==> config.mk <==
export PLATFORM = sky130hd
export DESIGN_NAME = uart_wb_arbiter
export DESIGN_NICKNAME = d
export VERILOG_FILES = /design/src/rtl/uart_wb_arbiter.sv
export SDC_FILE = /design/constraint.sdc
export NUM_CORES = 1
export LEC_CHECK = 0
export BUFFER_PORTS_ARGS = -buffer_cell sky130_fd_sc_hd__buf_4
export CAP_MARGIN = 40
export CORE_ASPECT_RATIO = 2
export CORE_UTILIZATION = 48
export DETAILED_ROUTE_END_ITERATION = 8
export GPL_TIMING_DRIVEN = 0
export HOLD_SLACK_MARGIN = 0.06
export PLACE_DENSITY = 0.79
export SYNTH_ARGS = -nofsm -noshare
export SYNTH_HDL_FRONTEND = slang
export SYNTH_SLANG_ARGS = --single-unit
==> constraint.sdc <==
create_clock -name clk -period 1.44 [get_ports clk]
set_input_delay 0.288 -clock clk [delete_from_list [all_inputs] [get_ports clk]]
set_output_delay 0.288 -clock clk [all_outputs]
set_load 0.02 [all_outputs]
==> src/rtl/uart_wb_arbiter.sv <==
// uart_wb_arbiter
// Lets two masters share the single UART register port. Only one transaction runs at a
// time. When both masters request together, round-robin priority picks the winner. The
// UART strobe is held until the UART acks or a timeout expires. The winner then gets a
// one-cycle ack (with read data) or a one-cycle err pulse.
//
// Ports:
//   clk, reset              clock; synchronous active-low reset
//   m0_* / m1_*             master request (stb/we/addr/data_in) and response
//                           (data_out/ack/err)
//   s_stb/s_we/s_addr/
//   s_data_out              request driven to the UART, held for the whole transaction
//   s_data_in, s_ack        UART read data and acknowledge
//   grant                   one-hot current owner (bit0 = m0, bit1 = m1), 00 when idle
module uart_wb_arbiter #(
  parameter int unsigned ADDR_W  = 2,
  parameter int unsigned DATA_W  = 8,
  parameter int unsigned TIMEOUT = 16
) (
  input  logic              clk,
  input  logic              reset,
  // master 0
  input  logic              m0_stb,
  input  logic              m0_we,
  input  logic [ADDR_W-1:0] m0_addr,
  input  logic [DATA_W-1:0] m0_data_in,
  output logic [DATA_W-1:0] m0_data_out,
  output logic              m0_ack,
  output logic              m0_err,
  // master 1
  input  logic              m1_stb,
  input  logic              m1_we,
  input  logic [ADDR_W-1:0] m1_addr,
  input  logic [DATA_W-1:0] m1_data_in,
  output logic [DATA_W-1:0] m1_data_out,
  output logic              m1_ack,
  output logic              m1_err,
  // UART side
  output logic              s_stb,
  output logic              s_we,
  output logic [ADDR_W-1:0] s_addr,
  output logic [DATA_W-1:0] s_data_out,
  input  logic [DATA_W-1:0] s_data_in,
  input  logic              s_ack,
  output logic [1:0]        grant
);

  localparam int unsigned CntW = (TIMEOUT > 2) ? $clog2(TIMEOUT) : 1;
  localparam logic [CntW-1:0] CntLast = CntW'(TIMEOUT - 1);

  typedef enum logic [1:0] {StIdle, StBusy, StDone} state_e;

  state_e            state_q, state_d;
  logic              prio_q, prio_d;    // master that wins the next tie (0 = m0)
  logic              owner_q, owner_d;  // master owning the current transaction
  logic [CntW-1:0]   cnt_q, cnt_d;
  logic              stb_q, stb_d;
  logic              we_q, we_d;
  logic [ADDR_W-1:0] addr_q, addr_d;
  logic [DATA_W-1:0] wdata_q, wdata_d;
  logic [1:0]        grant_q, grant_d;
  logic [1:0]        ack_q, ack_d;      // {m1, m0}
  logic [1:0]        err_q, err_d;      // {m1, m0}
  logic [DATA_W-1:0] rdata0_q, rdata0_d;
  logic [DATA_W-1:0] rdata1_q, rdata1_d;
  logic              pick;

  always_comb begin
    state_d  = state_q;
    prio_d   = prio_q;
    owner_d  = owner_q;
    cnt_d    = cnt_q;
    stb_d    = stb_q;
    we_d     = we_q;
    addr_d   = addr_q;
    wdata_d  = wdata_q;
    grant_d  = grant_q;
    rdata0_d = rdata0_q;
    rdata1_d = rdata1_q;
    ack_d    = 2'b00;  // pulses last a single cycle
    err_d    = 2'b00;
    pick     = 1'b0;

    unique case (state_q)
      StIdle: begin
        if (m0_stb || m1_stb) begin
          // A lone requester always wins; a tie goes to the pointer.
          pick    = (m0_stb && m1_stb) ? prio_q : m1_stb;
          owner_d = pick;
          prio_d  = ~pick;
          we_d    = pick ? m1_we      : m0_we;
          addr_d  = pick ? m1_addr    : m0_addr;
          wdata_d = pick ? m1_data_in : m0_data_in;
          grant_d = pick ? 2'b10      : 2'b01;
          stb_d   = 1'b1;
          cnt_d   = '0;
          state_d = StBusy;
        end
      end
      StBusy: begin
        if (s_ack) begin
          // Ack takes precedence over a timeout expiring in the same cycle.
          if (owner_q) begin
            rdata1_d = s_data_in;
          end else begin
            rdata0_d = s_data_in;
          end
          ack_d   = owner_q ? 2'b10 : 2'b01;
          stb_d   = 1'b0;
          grant_d = 2'b00;
          state_d = StDone;
        end else if (cnt_q == CntLast) begin
          err_d   = owner_q ? 2'b10 : 2'b01;
          stb_d   = 1'b0;
          grant_d = 2'b00;
          state_d = StDone;
        end else begin
          cnt_d = cnt_q + 1'b1;
        end
      end
      StDone: begin
        state_d = StIdle;
      end
      default: begin
        state_d = StIdle;
      end
    endcase
  end

  always_ff @(posedge clk) begin
    if (!reset) begin
      state_q  <= StIdle;
      prio_q   <= 1'b0;
      owner_q  <= 1'b0;
      cnt_q    <= '0;
      stb_q    <= 1'b0;
      we_q     <= 1'b0;
      addr_q   <= '0;
      wdata_q  <= '0;
      grant_q  <= 2'b00;
      ack_q    <= 2'b00;
      err_q    <= 2'b00;
      rdata0_q <= '0;
      rdata1_q <= '0;
    end else begin
      state_q  <= state_d;
      prio_q   <= prio_d;
      owner_q  <= owner_d;
      cnt_q    <= cnt_d;
      stb_q    <= stb_d;
      we_q     <= we_d;
      addr_q   <= addr_d;
      wdata_q  <= wdata_d;
      grant_q  <= grant_d;
      ack_q    <= ack_d;
      err_q    <= err_d;
      rdata0_q <= rdata0_d;
      rdata1_q <= rdata1_d;
    end
  end

  assign s_stb       = stb_q;
  assign s_we        = we_q;
  assign s_addr      = addr_q;
  assign s_data_out  = wdata_q;
  assign grant       = grant_q;
  assign m0_ack      = ack_q[0];
  assign m1_ack      = ack_q[1];
  assign m0_err      = err_q[0];
  assign m1_err      = err_q[1];
  assign m0_data_out = rdata0_q;
  assign m1_data_out = rdata1_q;

endmodule

* Word level (Yosys, flattened, before mapping) *
Index checks and enable logic that the tools add are counted.

storage, ports and cells
  word-level logic and storage cells = 59
  register bits after elaboration = 42
  output and inout port bits = 34
  input port bits = 35

cells by class
  add/subtract/negate cells = 1
  reduce and logical (&&, ||, !) cells = 12
  multiplexer cells = 22
  equal/unequal tests = 6
  bitwise logic cells = 5

operators with widths
  kind                                            number
  2-to-1 mux 2 bit                                9
  2-to-1 mux 4 bit                                3
  AND reduction 3 bit                             4
  2-to-1 mux 8 bit                                1
  one-hot mux 2 bit (2 select lines)              2
  one-hot mux 4 bit (2 select lines)              1
  inequality test 2 bit (second input constant)   3
  2-to-1 mux 1 bit                                5
  NOT 1 bit                                       5
  adder 4 x 1 -> 4 bit (second input constant)    1
  == test 4 bit (second input constant)           1
  AND reduction 2 bit                             2
  AND reduction 4 bit                             1
  OR reduction 4 bit                              1
  inequality test 3 bit (second input constant)   1
  == test 2 x 1 -> 1 bit (second input constant)  1
  logical NOT 2 bit                               1
  one-hot mux 1 bit (2 select lines)              1
  nonzero test 2 bit                              1
  logical AND 1 bit                               1
  logical OR 1 bit                                1

* Logic depth before layout (Yosys ltp) *
Gate-level depths: netlist of run 1.

  depth after elaboration = 5
  gate-level depth with buffers = 5
  mapped depth without buffers = 4

* Worst setup path before layout of run 1 *
Ideal clock, no wire load.

  path type = register to register
  from = register state_q[0]
  to = register rdata0_q[0] (netlist: m0_data_out[0])
  required time = 1.312 ns
  library setup time = 0.128 ns
  stages on the path, launching flop included = 6
  slack = 0.149 ns
  path buffers = 2
  data arrival time = 1.163 ns
  period minus slack after synthesis = 1.291 ns
  path through = dfxtp_1 -> buf_2 -> nor4bb_1 -> buf_4 -> mux2i_1 -> nor2_1

on the way
  cells in the longest elaborated chain, start to end = 2

RTL lines
  item                           RTL line  source
  start, declared                53        state_e state_q, state_d;
  start signal, assigned         132       state_q <= StIdle;
  start signal, assigned         146       state_q <= state_d;
  == test 2 x 1 -> 1 bit         84        unique case (state_q)
  AND reduction 3 bit (no line)  --
  end signal, assigned           157       rdata0_q <= rdata0_d;
  end, declared                  64        logic [DATA_W-1:0] rdata0_q, rdata0_d;

Every way passes these cells.
A chain may end at the register's enable or synchronous reset.

* Worst setup path in the final report of run 1 *
  from = register state_q[1]
  to = register rdata0_q[4] (netlist: m0_data_out[4])

The elaborated chain is that of the path after synthesis.

==> metrics.csv, run 1 <==
stage,metric,value,unit
run_status,status,"finished, final reports clean",
synth,ys_types,33,
synth,synthSimpleGateAreaFrac,24.1,%
worst_hold_path,min_path_type,in -> reg,
layout,area_growth,40.9,%
layout,layout.nets,309,
die,fp.dieW,44.7,um
timing,finalSetupViolations,0,
global_routing,grt_max_degree,14,
timing,timing_max_transition_violations_final,0,
synth,ys_seq_area_share,48.0,%
timing,fin_setup_tns,0,ns
layout,diodes,0,
clocking,clk_pin_slew,0.07,ns
timing,rsz0062_at_grt,no,
die,die_area,3910,um^2
synth,synth_compound_gate_area_share,15.8,%
drt,ant_nets,0,
job,maxCapViolCount,0,
timing,tightest_slew,0.474,ns
placed_design,port_buffers,64,
synth,synthCells,201,
setup_path,worstPathRequired,1.61,ns
timing,fmax,0.737,GHz
global_routing,grt_util_met3,4.56,%
drt,routed_wl,4.69,mm
layout,design_area,2470,um^2
global_routing,top_usage_layer,met2,
layout,drive_gt1_share,33.6,%
clocking,cts_hold_buf,0,
timing,fin_skew,0.00951,ns
drt,avgViaCountPerCell,5.55,
power_and_ir_drop,peakVddDrop,0.728,mV
drt,detail_route.drc_violations,0,
synth,mappedNetlistArea,1750,um^2
timing,finalCritPeriodShare,94.2,%
drt,dr.pass1.iters,4,
clocking,clock_path_buffers,2,
layout,layout_common_cells,"buf_4 (66), dfxtp_1 (41), nand4_1 (24), nand2_1 (23), o21ai_0 (15)",
timing,maxSlewHeadroom,68.4,%
synth,ys_warn_count,0,
synth,synth_seq_cells,42,
global_routing,first_global_vias,1632,
timing,period_minus_slack,1.36,ns
placed_design,globalplace.congestion,0.787,
global_routing,grt_pass1_wl,7.36,mm
placed_design,place_area,2290,um^2
die,core_area,3450,um^2
global_routing,antenna_found_initial,0,
clocking,insertion_delay,0.30,ns
setup_path,worstPathArrival,1.53,ns
synth,syn_nets,237,
timing,worst_slack,0.0829,ns
power_and_ir_drop,power,2.71,mW
timing,timing.hold.ws,0.241,ns
die,die_h,87.5,um
global_routing,grt_util_met1,26.9,%
clocking,cts_made_buffers,5,
placed_design,hpwl,3.31,mm
timing,final_hold_viol_count,0,
setup_path,cp-end-kind,flop,
power_and_ir_drop,p_leak,0.986,nW
placed_design,dp_slack,-0.0389,ns
global_routing,grtUsageTotal,25.0,%
clocking,cts_tree,done,
synth,yosys.area_share.xor_xnor,0,%
setup_path,path_max_fanout,10,
global_routing,gr-usage-met2,44.8,%
setup_path,cp-start-kind,flop,
global_routing,overflow,0,
synth,synth_fa_ha_area_share,0.714,%
clocking,clock-sinks,42,
drt,vias,1786,
setup_path,path_class,reg -> reg,
synth,synth.area.mux_share,5.14,%
synth,synth_top_family_by_area,simple AND/OR/NAND/NOR gates,
power_and_ir_drop,power.density,1100,nW/um^2
drt,routedWlPerCell,14.6,um
clocking,cts_htree_levels,2,
die,rows,30,
clocking,root_buffer,clkbuf_8,
die,pin_count,69,
die,start_util,50.8,%
layout,mostFrequentLayoutCell,buf_4,
synth,avgSynthCellArea,8.72,um^2
drt,initialDrtViolationCount,67,
critical path, cell delays in order (launching register included):
cell and delay [ns]:
dfxtp_1 0.31, buf_6 0.14, nor4bb_4 0.33, buf_6 0.19, mux2i_1 0.21, nor2_1 0.06
stage by stage:
step,util [%],cells
after CTS,69.6,320
after global routing,71.5,322
after detailed placement,66.4,313
final,71.5,322
after floorplan,-,201
after global placement,66.4,313
registers in the layout, indices dropped and copies added, names as in the netlist:
register and flops:
owner_q 1, ack_q 2, m1_data_out 8, prio_q 1, m0_data_out 8, s_addr 2, s_data_out 8, grant 2
s_stb 1, s_we 1, state_q 2, cnt_q 4, err_q 2
final cells by class:
class	count	area [um^2]
flip-flops and latches	42	842
fillers	310	983
multi-input cells	137	841
plain buffers	19	118
inverters	2	7.51
clock buffers	7	76.3
clock inverters	1	30.0
repair buffers	66	495
well taps	48	60.1
what timing repair did:
item                                    4_1_cts  5_1_grt
cloned                                        0        1
pin swaps                                     0        1
buffers inserted                              0        1
resized for setup                             2       18
endpoints found under the setup margin       13       30
logic make-up after synthesis:
family,count (synthesis)
compound gates,48
simple gates,79
fa+ha+maj,1
buf+inv,22
flops,42
mux,9
synthesized netlist by cell type:
cell      instances  area share [%]
nand2b_1          1            0.36
nor2_2            1            0.36
nor4_1            1            0.36
nor4b_1           1            0.50
nand3_1           4             1.1
nand4_1          24             8.6
or3_1             1            0.36
a211oi_2          2             1.4
a31oi_1          13             4.6
dfxtp_1          42              48
a21oi_1          14             4.0
nor3b_1           2            0.86
ha_1              1            0.71
clkbuf_1         11             2.4
buf_4             1            0.43
and4b_1           1            0.57
a211oi_1          1            0.43
buf_6             2             1.3
inv_1             1            0.21
and2_1            2            0.71
and3_1            2            0.71
nand4b_1          2             1.0
nor2_1           10             2.1
nor2b_1           1            0.36
o22ai_1           3             1.1
buf_2             6             1.7
mux2i_1           9             5.1
nand2_1          23             4.9
clkinv_1          1            0.21
or2_2             1            0.36
o21ai_0          15             4.3
nor3_1            1            0.29
nor4bb_1          1            0.57
path summary, 6_finish.rpt:
kind | depth (start not counted) | to | slack, ns | startpoint
worst max-delay path | 5 | m0_data_out[4] | 0.08 | state_q[1]
worst min-delay path | 3 | m0_data_out[5] | 0.24 | s_data_in[5]
worst max register to register | 5 | m0_data_out[4] | 0.08 | state_q[1]
worst min register to register | 2 | m1_data_out[1] | 0.46 | m1_data_out[1]
report_power, final:
group | internal [mW] | leakage, nW | switching, mW | total [mW]
clock network | 0.519 | 0.0524 | 0.381 | 0.900
logic | 0.246 | 0.591 | 0.297 | 0.543
registers | 1.23 | 0.343 | 0.0405 | 1.27
total | 1.99 | 0.986 | 0.719 | 2.71
metal layers:
layer / wire, um / vias up
met5: 0 / -
met4: 99 / 0
met3: 260 / 8
met2: 2560 / 74
met1: 1760 / 823
li1: - / 881
Power figures use the tool's default switching activity.
==> inputs of run 2 (changes only) <==
- CORE_UTILIZATION: 48 -> 40
- PLACE_DENSITY: 0.79 -> 0.68
==> metrics.csv, run 2 (synthesized netlist as in run 1, its figures left out) <==
stage,metric,value,unit,change
layout,fillers,416,,was 310
power_and_ir_drop,power.density,1060,nW/um^2,was 1100 nW/um^2
placed_design,place_area,2300,um^2,was 2290 um^2
die,pin_count,69,,unchanged
power_and_ir_drop,peakVddDrop,0.653,mV,was 0.728 mV
timing,fin_setup_tns,0,ns,unchanged
timing,timing_max_transition_violations_final,0,,unchanged
timing,maxSlewHeadroom,68.6,%,was 68.4%
die,core_area,4130,um^2,was 3450 um^2
timing,final_hold_viol_count,0,,unchanged
timing,timing.hold.ws,0.236,ns,was 0.241 ns
drt,detail_route.drc_violations,0,,unchanged
layout,drive_gt1_share,33.6,%,unchanged
die,rows,33,,was 30
layout,area_growth,40.0,%,was 40.9%
layout,mostFrequentLayoutCell,buf_4,,unchanged
drt,avgViaCountPerCell,5.44,,was 5.55
die,die_area,4670,um^2,was 3910 um^2
setup_path,crit_slowest_cell,nor4bb_4,,unchanged
drt,routedWlPerCell,14.5,um,was 14.6 um
clocking,clk_pin_slew,0.08,ns,was 0.07 ns
timing,fin_skew,0.00366,ns,was 0.00951 ns
job,maxCapViolCount,0,,unchanged
clocking,cts_made_buffers,5,,unchanged
placed_design,port_buffers,64,,unchanged
run_status,status,"finished, final reports clean",,unchanged
timing,period_minus_slack,1.36,ns,about the same
die,die_h,95.6,um,was 87.5 um
setup_path,path_class,reg -> reg,,unchanged
clocking,clock_path_buffers,2,,unchanged
global_routing,antenna_found_initial,0,,unchanged
placed_design,hpwl,3.42,mm,was 3.31 mm
layout,diodes,0,,unchanged
timing,finalCritPeriodShare,94.3,%,was 94.2%
worst_hold_path,min_path_type,in -> reg,,unchanged
setup_path,path_max_fanout,10,,unchanged
setup_path,worstPathArrival,1.53,ns,about the same
placed_design,dp_slack,-0.0454,ns,was -0.0389 ns
drt,dr.pass1.iters,4,,unchanged
setup_path,crit_path_cell_trace,buf_6 -> nor4bb_4 -> buf_4 -> mux2i_1 -> nor2_1,,was buf_6 -> nor4bb_4 -> buf_6 -> mux2i_1 -> nor2_1
clocking,cts_hold_buf,0,,unchanged
global_routing,grt_pass1_wl,7.71,mm,was 7.36 mm
setup_path,critical-path-top-delay-family,simple AND/OR/NAND/NOR gates,,unchanged
power_and_ir_drop,p_leak,0.979,nW,was 0.986 nW
placed_design,globalplace.congestion,0.797,,was 0.787
global_routing,grtUsageTotal,21.5,%,was 25.0%
die,start_util,42.5,%,was 50.8%
global_routing,first_global_vias,1645,,"was 1,632"
die,fp.dieW,48.8,um,was 44.7 um
clocking,cts_htree_levels,2,,unchanged
clocking,clock-sinks,42,,unchanged
drt,routed_wl,4.74,mm,was 4.69 mm
clocking,insertion_delay,0.30,ns,about the same
global_routing,overflow,0,,unchanged
timing,rsz0062_at_grt,no,,unchanged
setup_path,worst-path-buf-inv,2,,unchanged
setup_path,cp-start-kind,flop,,unchanged
clocking,cts_tree,done,,unchanged
setup_path,max_stage_delay,0.34,ns,was 0.33 ns
layout,layout_common_cells,"buf_4 (67), dfxtp_1 (42), nand4_1 (24), nand2_1 (23), o21ai_0 (15)",,"was buf_4 (66), dfxtp_1 (41), nand4_1 (24), nand2_1 (23), o21ai_0 (15)"
timing,tightest_slew,0.472,ns,was 0.474 ns
power_and_ir_drop,power,2.60,mW,was 2.71 mW
drt,ant_nets,0,,unchanged
timing,worst_slack,0.0816,ns,was 0.0829 ns
layout,layout.nets,309,,unchanged
timing,finalSetupViolations,0,,unchanged
drt,vias,1774,,"was 1,786"
clocking,root_buffer,clkbuf_8,,unchanged
timing,fmax,0.736,GHz,was 0.737 GHz
setup_path,cp-end-kind,flop,,unchanged
global_routing,grt_max_degree,14,,unchanged
drt,initialDrtViolationCount,37,,was 67
layout,design_area,2450,um^2,was 2470 um^2
setup_path,worstPathRequired,1.62,ns,was 1.61 ns
==> run 2: repair_timing <==
| item | 4_1_cts | 5_1_grt |
|---|---|---|
| buffers inserted | 0 | 1 |
| endpoints found under the hold margin | 0 | 0 |
| gates resized for setup | 3 | 15 |
| gates cloned | 0 | 1 |
| pin swaps | 0 | 1 |
| endpoints found under the setup margin | 19 | 26 |
==> run 2: per-layer routing <==
layer	vias to the layer above	part of all wire, %	global-route usage (%)
met5	-	0	0
met2	66	55	39.6
met1	820	38	22.6
met4	0	1.9	10.8
met3	6	4.9	4.78
li1	882	-	-
==> run 2: final timing paths <==
| kind | start | endpoint | slack [ns] | cells past startpoint |
|---|---|---|---|---|
| worst max-delay path | state_q[1] | m0_data_out[4] | 0.08 | 5 |
| worst max register to register | state_q[1] | m0_data_out[4] | 0.08 | 5 |
| worst min-delay path | s_data_in[2] | m0_data_out[2] | 0.24 | 3 |
| worst min register to register | m1_data_out[6] | m1_data_out[6] | 0.46 | 2 |
==> run 2: cell type report <==
class | instances | area, um^2 | share of cell area, %
Buffer | 19 | 111 | 4.54
Clock buffer | 6 | 82.6 | 3.37
Clock inverter | 2 | 12.5 | 0.510
Inverter | 2 | 7.51 | 0.306
Multi-Input combinational cell | 137 | 838 | 34.2
Sequential cell | 42 | 841 | 34.3
Tap cell | 52 | 65.1 | 2.65
Timing Repair Buffer | 66 | 495 | 20.2
==> run 2: tightest hold or removal path: cells and delay by family <==
family        cells  cell delay (ns)
simple gates      1             0.07
buf+inv           1             0.08
mux               1             0.06
==> run 2: power breakdown <==
part	internal, mW	switching, mW
Combinational	0.243	0.298
Sequential	1.23	0.0394
Clock	0.385	0.408
==> run 2: per-stage QoR <==
step / instances / util (%)
final: 326 / 59.4
after global routing: 326 / 59.4
after CTS: 324 / 58.2
after detailed placement: 317 / 55.7
after global placement: 317 / 55.7
after floorplan: 201 / -
==> inputs of run 3 (changes only) <==
- clock period: 1.44 -> 1.5 ns (I/O delays scaled with it)
==> metrics.csv, run 3 (synthesized netlist as in run 1, its figures left out) <==
stage,metric,value,unit,change
placed_design,globalplace.congestion,0.797,,unchanged
drt,initialDrtViolationCount,30,,was 37
layout,layout.nets,308,,was 309
worst_hold_path,hold_path_end,m0_data_out[3],,was m0_data_out[2]
setup_path,r2r_end,m0_data_out[4],,unchanged
timing,finalSetupViolations,0,,unchanged
timing,worst_slack,0.0868,ns,was 0.0816 ns
timing,maxSlewHeadroom,67.7,%,was 68.6%
setup_path,rr_worst_depth,5,,unchanged
run_status,status,"finished, final reports clean",,unchanged
global_routing,top_usage_layer,met2,,unchanged
global_routing,grt_util_met3,4.78,%,unchanged
die,die_area,4670,um^2,unchanged
setup_path,crit_slowest_cell,nor4bb_4,,unchanged
timing,period_minus_slack,1.41,ns,was 1.36 ns
setup_path,rrSetupSlack,0.09,ns,was 0.08 ns
clocking,cts_tree,done,,unchanged
timing,final_hold_viol_count,0,,unchanged
clocking,cts_made_buffers,5,,unchanged
layout,final_util,58.7,%,was 59.4%
global_routing,grt_util_met1,22.6,%,unchanged
clocking,post_cts_buffers,0,,unchanged
drt,dr.pass1.iters,4,,unchanged
global_routing,grt_max_degree,14,,unchanged
setup_path,worstPathArrival,1.59,ns,was 1.53 ns
setup_path,worstPathRequired,1.68,ns,was 1.62 ns
global_routing,overflow,0,,unchanged
drt,routed_wl,4.73,mm,was 4.74 mm
timing,timing.hold.ws,0.248,ns,was 0.236 ns
clocking,insertion_delay,0.30,ns,about the same
clocking,clock-sinks,42,,unchanged
layout,finalNonFillerCells,325,,was 326
clocking,clk_pin_slew,0.08,ns,about the same
setup_path,cp-start-kind,flop,,unchanged
placed_design,hpwl,3.42,mm,unchanged
power_and_ir_drop,p_leak,0.971,nW,was 0.979 nW
placed_design,port_buffers,64,,unchanged
die,fp.dieW,48.8,um,unchanged
global_routing,antenna_found_initial,0,,unchanged
drt,routedWlPerCell,14.5,um,about the same
die,die_h,95.6,um,unchanged
setup_path,path_max_fanout,10,,unchanged
timing,fin_skew,0.00347,ns,was 0.00366 ns
worst_hold_path,min_path_type,in -> reg,,unchanged
timing,finalCritPeriodShare,94.2,%,was 94.3%
timing,fin_setup_tns,0,ns,unchanged
power_and_ir_drop,peakVddDrop,0.616,mV,was 0.653 mV
power_and_ir_drop,power.density,1020,nW/um^2,was 1060 nW/um^2
drt,vias,1762,,"was 1,774"
die,start_util,42.5,%,unchanged
setup_path,crit_start,state_q[1],,unchanged
job,maxCapViolCount,0,,unchanged
clocking,cts_htree_levels,2,,unchanged
drt,detail_route.drc_violations,0,,unchanged
die,rows,33,,unchanged
global_routing,grtUsageTotal,21.3,%,was 21.5%
timing,fmax,0.708,GHz,was 0.736 GHz
layout,layout_common_cells,"buf_4 (65), dfxtp_1 (42), nand4_1 (24), nand2_1 (23), o21ai_0 (15)",,"was buf_4 (67), dfxtp_1 (42), nand4_1 (24), nand2_1 (23), o21ai_0 (15)"
layout,drive_gt1_share,32.2,%,was 33.6%
layout,diodes,0,,unchanged
drt,avgViaCountPerCell,5.42,,was 5.44
global_routing,grt_pass1_wl,7.65,mm,was 7.71 mm
layout,area_growth,38.3,%,was 40.0%
setup_path,r2r_start,state_q[1],,unchanged
layout,mostFrequentLayoutCell,buf_4,,unchanged
layout,fillers,408,,was 416
setup_path,max_stage_delay,0.32,ns,was 0.34 ns
setup_path,crit_path_cell_trace,buf_2 -> nor4bb_4 -> clkbuf_4 -> mux2i_1 -> nor2_1,,was buf_6 -> nor4bb_4 -> buf_4 -> mux2i_1 -> nor2_1
clocking,cts_hold_buf,0,,unchanged
die,core_area,4130,um^2,unchanged
clocking,root_buffer,clkbuf_8,,unchanged
placed_design,dp_slack,0.0146,ns,was -0.0454 ns
worst_hold_path,hold_depth,3,,unchanged
timing,tightest_slew,0.485,ns,was 0.472 ns
drt,ant_nets,0,,unchanged
worst_hold_path,worstHoldStart,s_data_in[3],,was s_data_in[2]
global_routing,first_global_vias,1628,,"was 1,645"
setup_path,cp-end-kind,flop,,unchanged
timing,rsz0062_at_grt,yes,,was no
die,pin_count,69,,unchanged
setup_path,path_class,reg -> reg,,unchanged
global_routing,gr-usage-met2,38.9,%,was 39.6%
clocking,clock_path_buffers,2,,unchanged
placed_design,place_inst,317,,unchanged
timing,timing_max_transition_violations_final,0,,unchanged
[run 3: worst max-delay path by stage]
stage                                end  slack [ns]  depth (start not counted)
final                     m0_data_out[4]        0.09                          5
after global routing       s_data_out[6]       0.002                          4
after CTS                 m0_data_out[4]        0.04                          5
after detailed placement   s_data_out[6]        0.01                          5
after global placement          grant[1]        0.03                          5
after floorplan                 cnt_q[0]        0.20                          5
[run 3: power by group]
| group | switching, mW | total (mW) | internal (mW) |
|---|---|---|---|
| clock network | 0.392 | 0.762 | 0.370 |
| logic | 0.287 | 0.511 | 0.224 |
| registers | 0.0369 | 1.21 | 1.18 |
| total | 0.715 | 2.49 | 1.77 |
[run 3: critical path, delay by kind of cell (launching register included)]
| kind | cells | cell delay (ns) |
|---|---|---|
| buf+inv | 2 | 0.42 |
| flops | 1 | 0.30 |
| mux | 1 | 0.19 |
| simple gates | 2 | 0.37 |
[run 3: per-stage QoR]
step / instance area (um^2) / total power, mW
floorplan: 1750 / 1.52
global placement: 2300 / 1.73
detailed placement: 2300 / 1.73
CTS: 2390 / 2.49
global route: 2420 / 2.61
finish: 2420 / 2.49
[run 3: final cells by class]
type,instances,area [um^2],share of cell area [%]
Buffer,19,100,4.13
Clock buffer,6,82.6,3.41
Clock inverter,2,12.5,0.516
Inverter,2,7.51,0.310
Multi-Input combinational cell,137,828,34.2
Sequential cell,42,841,34.7
Tap cell,52,65.1,2.68
Timing Repair Buffer,65,488,20.1
[run 3: metal layers]
layer | vias to the layer above | wire (um)
met5 | - | 0
met1 | 819 | 1860
met3 | 6 | 221
met4 | 0 | 83
li1 | 879 | -
met2 | 58 | 2560
[run 3: what timing repair did]
item | 4_1_cts | 5_1_grt
setup endpoints to repair | 1 | 17
resized for setup | 0 | 8
pin swaps | 0 | 1
cloned | 0 | 1
